<file path="src/rtl/ula_regbank_wb.sv">
// Purpose: register bank, operand fetch and ULA-result writeback with one-deep result forwarding.
// Latency: operands are combinational in the issue cycle; the result reaches the bank on the 2nd edge after issue.
// Backpressure: none; one instruction per cycle, never stalls.
//
// Optional build macro: ULA_REGBANK_R0_ZERO_EN hardwires register 0 to zero
// (reads as 0, writes to it are suppressed, no forwarding from it).
//
// Ports:
//   clk, rst            : clock and synchronous active-high reset
//   issue_*             : instruction presented this cycle (op, sources, immediate, destination, write enable)
//   ula_op/ula_a/ula_b  : operands to the ULA (4'hF = hold, no new operation)
//   ula_result/zero/carry/neg : registered ULA outputs, valid the cycle after issue
//   wb_valid/wb_addr/wb_data  : writeback occurring this cycle
//   flag_z/flag_c/flag_n      : flags latched from the last completed legal instruction
//   err_illegal         : sticky, an illegal opcode was issued
//   dbg_addr/dbg_data   : raw register read, no forwarding
module ula_regbank_wb #(
    parameter int NUM_REGS = 4,
    parameter int ADDR_W   = 2
) (
    input  logic              clk,
    input  logic              rst,
    input  logic              issue_valid,
    input  logic [3:0]        issue_op,
    input  logic [ADDR_W-1:0] issue_rs_a,
    input  logic [ADDR_W-1:0] issue_rs_b,
    input  logic              issue_imm_en,
    input  logic [7:0]        issue_imm,
    input  logic [ADDR_W-1:0] issue_rd,
    input  logic              issue_wr,
    output logic [3:0]        ula_op,
    output logic [7:0]        ula_a,
    output logic [7:0]        ula_b,
    input  logic [7:0]        ula_result,
    input  logic              ula_zero,
    input  logic              ula_carry,
    input  logic              ula_neg,
    output logic              wb_valid,
    output logic [ADDR_W-1:0] wb_addr,
    output logic [7:0]        wb_data,
    output logic              flag_z,
    output logic              flag_c,
    output logic              flag_n,
    output logic              err_illegal,
    input  logic [ADDR_W-1:0] dbg_addr,
    output logic [7:0]        dbg_data
);

`ifdef ULA_REGBANK_R0_ZERO_EN
    localparam bit R0_ZERO = 1'b1;
`else
    localparam bit R0_ZERO = 1'b0;
`endif

    localparam logic [3:0] OP_HOLD  = 4'hF;
    localparam logic [3:0] OP_LEGAL = 4'd4;   // highest legal opcode (MOV)

    // Instruction whose result the ULA is producing this cycle.
    typedef struct packed {
        logic              vld;
        logic              wr;
        logic [ADDR_W-1:0] rd;
    } pend_t;

    logic [7:0] regs [NUM_REGS];
    pend_t      pend_q;
    logic       issue_legal;
    logic       wr_en;
    logic       fwd_a;
    logic       fwd_b;

    // Register 0 is architecturally constant zero when the option is built in.
    function automatic logic is_r0z(input logic [ADDR_W-1:0] addr);
        is_r0z = R0_ZERO && (addr == '0);
    endfunction

    function automatic logic in_range(input logic [ADDR_W-1:0] addr);
        in_range = (int'(addr) < NUM_REGS);
    endfunction

    // Raw bank read: unimplemented addresses and a hardwired r0 return zero.
    function automatic logic [7:0] reg_read(input logic [ADDR_W-1:0] addr);
        reg_read = 8'h00;
        for (int i = 0; i < NUM_REGS; i++) begin
            if (in_range(addr) && !is_r0z(addr) && int'(addr) == i) begin
                reg_read = regs[i];
            end
        end
    endfunction

    assign issue_legal = (issue_op <= OP_LEGAL);

    // wb_valid reflects the write intent; the bank write additionally needs
    // an implemented address, and only a real write may be forwarded.
    assign wb_valid = pend_q.vld && pend_q.wr && !is_r0z(pend_q.rd);
    assign wr_en    = wb_valid && in_range(pend_q.rd);
    assign wb_addr  = pend_q.rd;
    assign wb_data  = ula_result;

    assign fwd_a = wr_en && (issue_rs_a == pend_q.rd);
    assign fwd_b = wr_en && !issue_imm_en && (issue_rs_b == pend_q.rd);

    always_comb begin
        ula_op = (issue_valid && issue_legal) ? issue_op : OP_HOLD;
        ula_a  = fwd_a ? ula_result : reg_read(issue_rs_a);
        if (issue_imm_en) begin
            ula_b = issue_imm;
        end else begin
            ula_b = fwd_b ? ula_result : reg_read(issue_rs_b);
        end
    end

    assign dbg_data = reg_read(dbg_addr);

    always_ff @(posedge clk) begin
        if (rst) begin
            for (int i = 0; i < NUM_REGS; i++) begin
                regs[i] <= 8'h00;
            end
            pend_q      <= '0;
            flag_z      <= 1'b1;
            flag_c      <= 1'b0;
            flag_n      <= 1'b0;
            err_illegal <= 1'b0;
        end else begin
            pend_q.vld <= issue_valid && issue_legal;
            pend_q.wr  <= issue_wr;
            pend_q.rd  <= issue_rd;

            for (int i = 0; i < NUM_REGS; i++) begin
                if (wr_en && int'(pend_q.rd) == i) begin
                    regs[i] <= ula_result;
                end
            end

            // Flags follow every completed legal op, including non-writing compares.
            if (pend_q.vld) begin
                flag_z <= ula_zero;
                flag_c <= ula_carry;
                flag_n <= ula_neg;
            end

            if (issue_valid && !issue_legal) begin
                err_illegal <= 1'b1;
            end
        end
    end

endmodule

</file>
<file path="config.mk">
export PLATFORM = sky130hd
export DESIGN_NAME = ula_regbank_wb
export DESIGN_NICKNAME = d
export VERILOG_FILES = /design/src/rtl/ula_regbank_wb.sv
export SDC_FILE = /design/constraint.sdc
export NUM_CORES = 1
export LEC_CHECK = 0
export ABC_AREA = 1
export CORE_UTILIZATION = 35
export DETAILED_ROUTE_END_ITERATION = 8
export GPL_TIMING_DRIVEN = 1
export PLACE_DENSITY = 0.72
export SLEW_MARGIN = 20
export SYNTH_ARGS = -nofsm -noshare
export SYNTH_HDL_FRONTEND = slang
export SYNTH_SLANG_ARGS = --single-unit
</file>
<file path="constraint.sdc">
create_clock -name clk -period 2.11 [get_ports clk]
set_clock_uncertainty 0.2 [all_clocks]
set_input_delay 0.5275 -clock clk [delete_from_list [all_inputs] [get_ports clk]]
set_output_delay 0.5275 -clock clk [all_outputs]
set_load 0.01 [all_outputs]
</file>
==> out/metrics.cfg <==
[run_status]
status=finished, violations left
violations=setup timing

[cells_and_area]
layout-area-overhead-vs-synth_pct=64.6
drive_above_1_share_pct=37.8
stdcell_count=596
num_antenna_cells=0
fillers=609
nNetsFinal=535

[sta]
worstMarginPinSlew_ns=0.730
setup_ws_ns=-0.186
rsz0062_at_grt=true
fmaxAchievable_mhz=436
finalCriticalPeriod_ns=2.30
finalSetupViolCount=17
hold_viol=0
finalMaxSlewViolations=0
maxSlewHeadroom_pct=51.1
worst_hold_slack_ns=0.293
finalCritPeriodShare_pct=109

[placed_design]
dp.cells=562
io_buffers=78
gp_congestion=0.978
dpl.hpwl_um=6890
place_ws_ns=-0.978

[setup_path]
crit_start=wb_addr[1]
timing.rr.end=regs[0][3]
rr_worst_depth=3
crit_fanout=4
cp-endpoint=ula_a[5]
end_kind=output pin
path_class=flop to output pin
regToRegSetupSlack_ns=0.36
worst_ep_required_time_ns=1.38
startpoint_type=flop
r2r_start=pend_q[3]
arrival_ns=1.57

[route]
firstDrtPassIters=4
drt_wl_total_um=9670
ant_nets=0
drt-vias-per-instance=5.13
drt_iter0_drc=184
vias=3058
wl_per_cell_um=16.2
drc=0

[yosys]
synth.cell_area_mm2=0.00258
synth_cell_type_count=26
synth_edf_count=32
synth.avg_cell_area_um2=7.30
synth_top_area_share_pct=37.2
syn_nets=390
synth_warnings=0
synth-seq-area-share_pct=43.4
synth_top_cell_by_area=edfxtp_1
synth_flop_cell=edfxtp_1
synth.most_common_cell=nand2_1
ys_seq_elements=40
yosys-top-cells-area=edfxtp_1, nand2_1, nand3_1
ys_async_sr_fraction_pct=0
synthTopCellsByCount=nand2_1, nor2_1, nand3_1
netlist_instances=354

[die]
coreArea_mm2=0.00694
fp.dieH_um=87.9
start_util_pct=37.2
ioPinCount=79
die-area_mm2=0.00773
row_count=30
dieWidth_um=87.9

[clocking]
cts_tree=built
cts.clk_slew.worst_paths_ns=0.06
clkLatencyLatePin_ns=0.30
cts_buffers=5
clock-root-buffer=clkbuf_8
clockBufferDepth=2
ctsHoldBuffers=0
clock_sink_count=40
cts_max_level=2

[hold_path]
hold_depth=2
min_path_type=flop to flop

[global_route]
antenna_found_initial=0
grt_pass1_vias=2936
grt_use_total_pct=26.0
grt_max_degree=13
gr-total-overflow=0
grt_pass1_wl_um=14900

[pwr]
power.leakage_nw=2.01
ir_worst_vdd_uv=444
powerDensity_mw_per_mm2=478
total_power_mw=2.03

[run]
cap_violations=0

-- cell type report --
type	instances	area, um2	area share [%]
inverter	32	128	3.00
tap	96	120	2.82
clock inverter	1	5.00	0.118
sequential	40	1130	26.5
clock buffer	7	76.3	1.79
multi-input combinational	264	1440	33.9
timing repair buffer	156	1360	31.9
-- worst max-delay path: stages (launching register included) --
cell,delay (ns)
dfxtp_4,0.39
inv_6,0.05
a21oi_4,0.14
nand4_4,0.14
buf_12,0.18
buf_6,0.11
o21ai_2,0.12
buf_2,0.15
-- placed cells by master (no fill, tap or decap), types with 11 or more instances in the layout --
| cell | netlist | routed |
|---|---|---|
| buf_2 | 7 | 29 |
| buf_4 | 10 | 57 |
| buf_6 | 1 | 20 |
| clkdlybuf4s50_1 | 0 | 27 |
| dlygate4sd2_1 | 0 | 11 |
| edfxtp_1 | 32 | 32 |
| inv_1 | 27 | 19 |
| nand2_1 | 97 | 88 |
| nand3_1 | 51 | 40 |
| nand3_2 | 0 | 11 |
| nor2_1 | 56 | 53 |
| o21ai_2 | 0 | 11 |
-- sequential cells by signal, summed over array words and instances, names as in the netlist --
register / count
flag_n: 1
flag_c: 1
regs: 32
wb_addr: 2
pend_q: 2
err_illegal: 1
flag_z: 1
-- metrics by stage --
stage	util (%)	TNS (ns)	instance area, um2
global route	61.2	-3.40	4250
CTS	59.9	-2.33	4160
detailed placement	54.4	-24.29	3780
floorplan	-	0	2580
finish	61.2	-2.40	4250
global placement	54.4	-24.05	3780
-- repair_timing --
| item | in CTS | in global routing |
|---|---|---|
| gates cloned | 2 | 0 |
| buffers inserted | 23 | 2 |
| pin swaps | 29 | 8 |
| resized for setup | 237 | 28 |
| endpoints found under the setup margin | 46 | 24 |
-- per-layer routing --
metal	vias to the layer above	GRT usage, %	routed length, um
li1	1460	-	-
met1	1416	33.4	4050
met2	159	42.5	4540
met3	23	4.05	729
met4	0	12.8	358
met5	-	0	0
-- where the power goes --
part,switching [mW],internal (mW),leakage [nW],total (mW)
clock,0.257,0.232,0.0422,0.489
sequential,0.0385,0.891,0.372,0.929
combinational,0.316,0.297,1.59,0.613
-- cell families (layout without fill, tap and decap cells) --
family / after synthesis / count (layout) / synth area share (%)
simple gates: 218 / 218 / 36.5
buf+inv: 50 / 196 / 9.39
compound gates: 45 / 45 / 9.69
flops: 40 / 40 / 43.4
xor+xnor: 1 / 1 / 1.07
-- worst min-delay path by stage --
stage	slack, ns	startpoint	end
3_3_place_gp	0.25	flag_z	flag_z
3_5_place_dp	0.27	flag_z	flag_z
5_1_grt	0.32	flag_z	flag_z
4_1_cts	0.30	flag_z	flag_z
6_report	0.29	flag_z	flag_z
2_1_floorplan	0.29	flag_z	flag_z
Note: power is estimated with default switching activity, not from simulation.
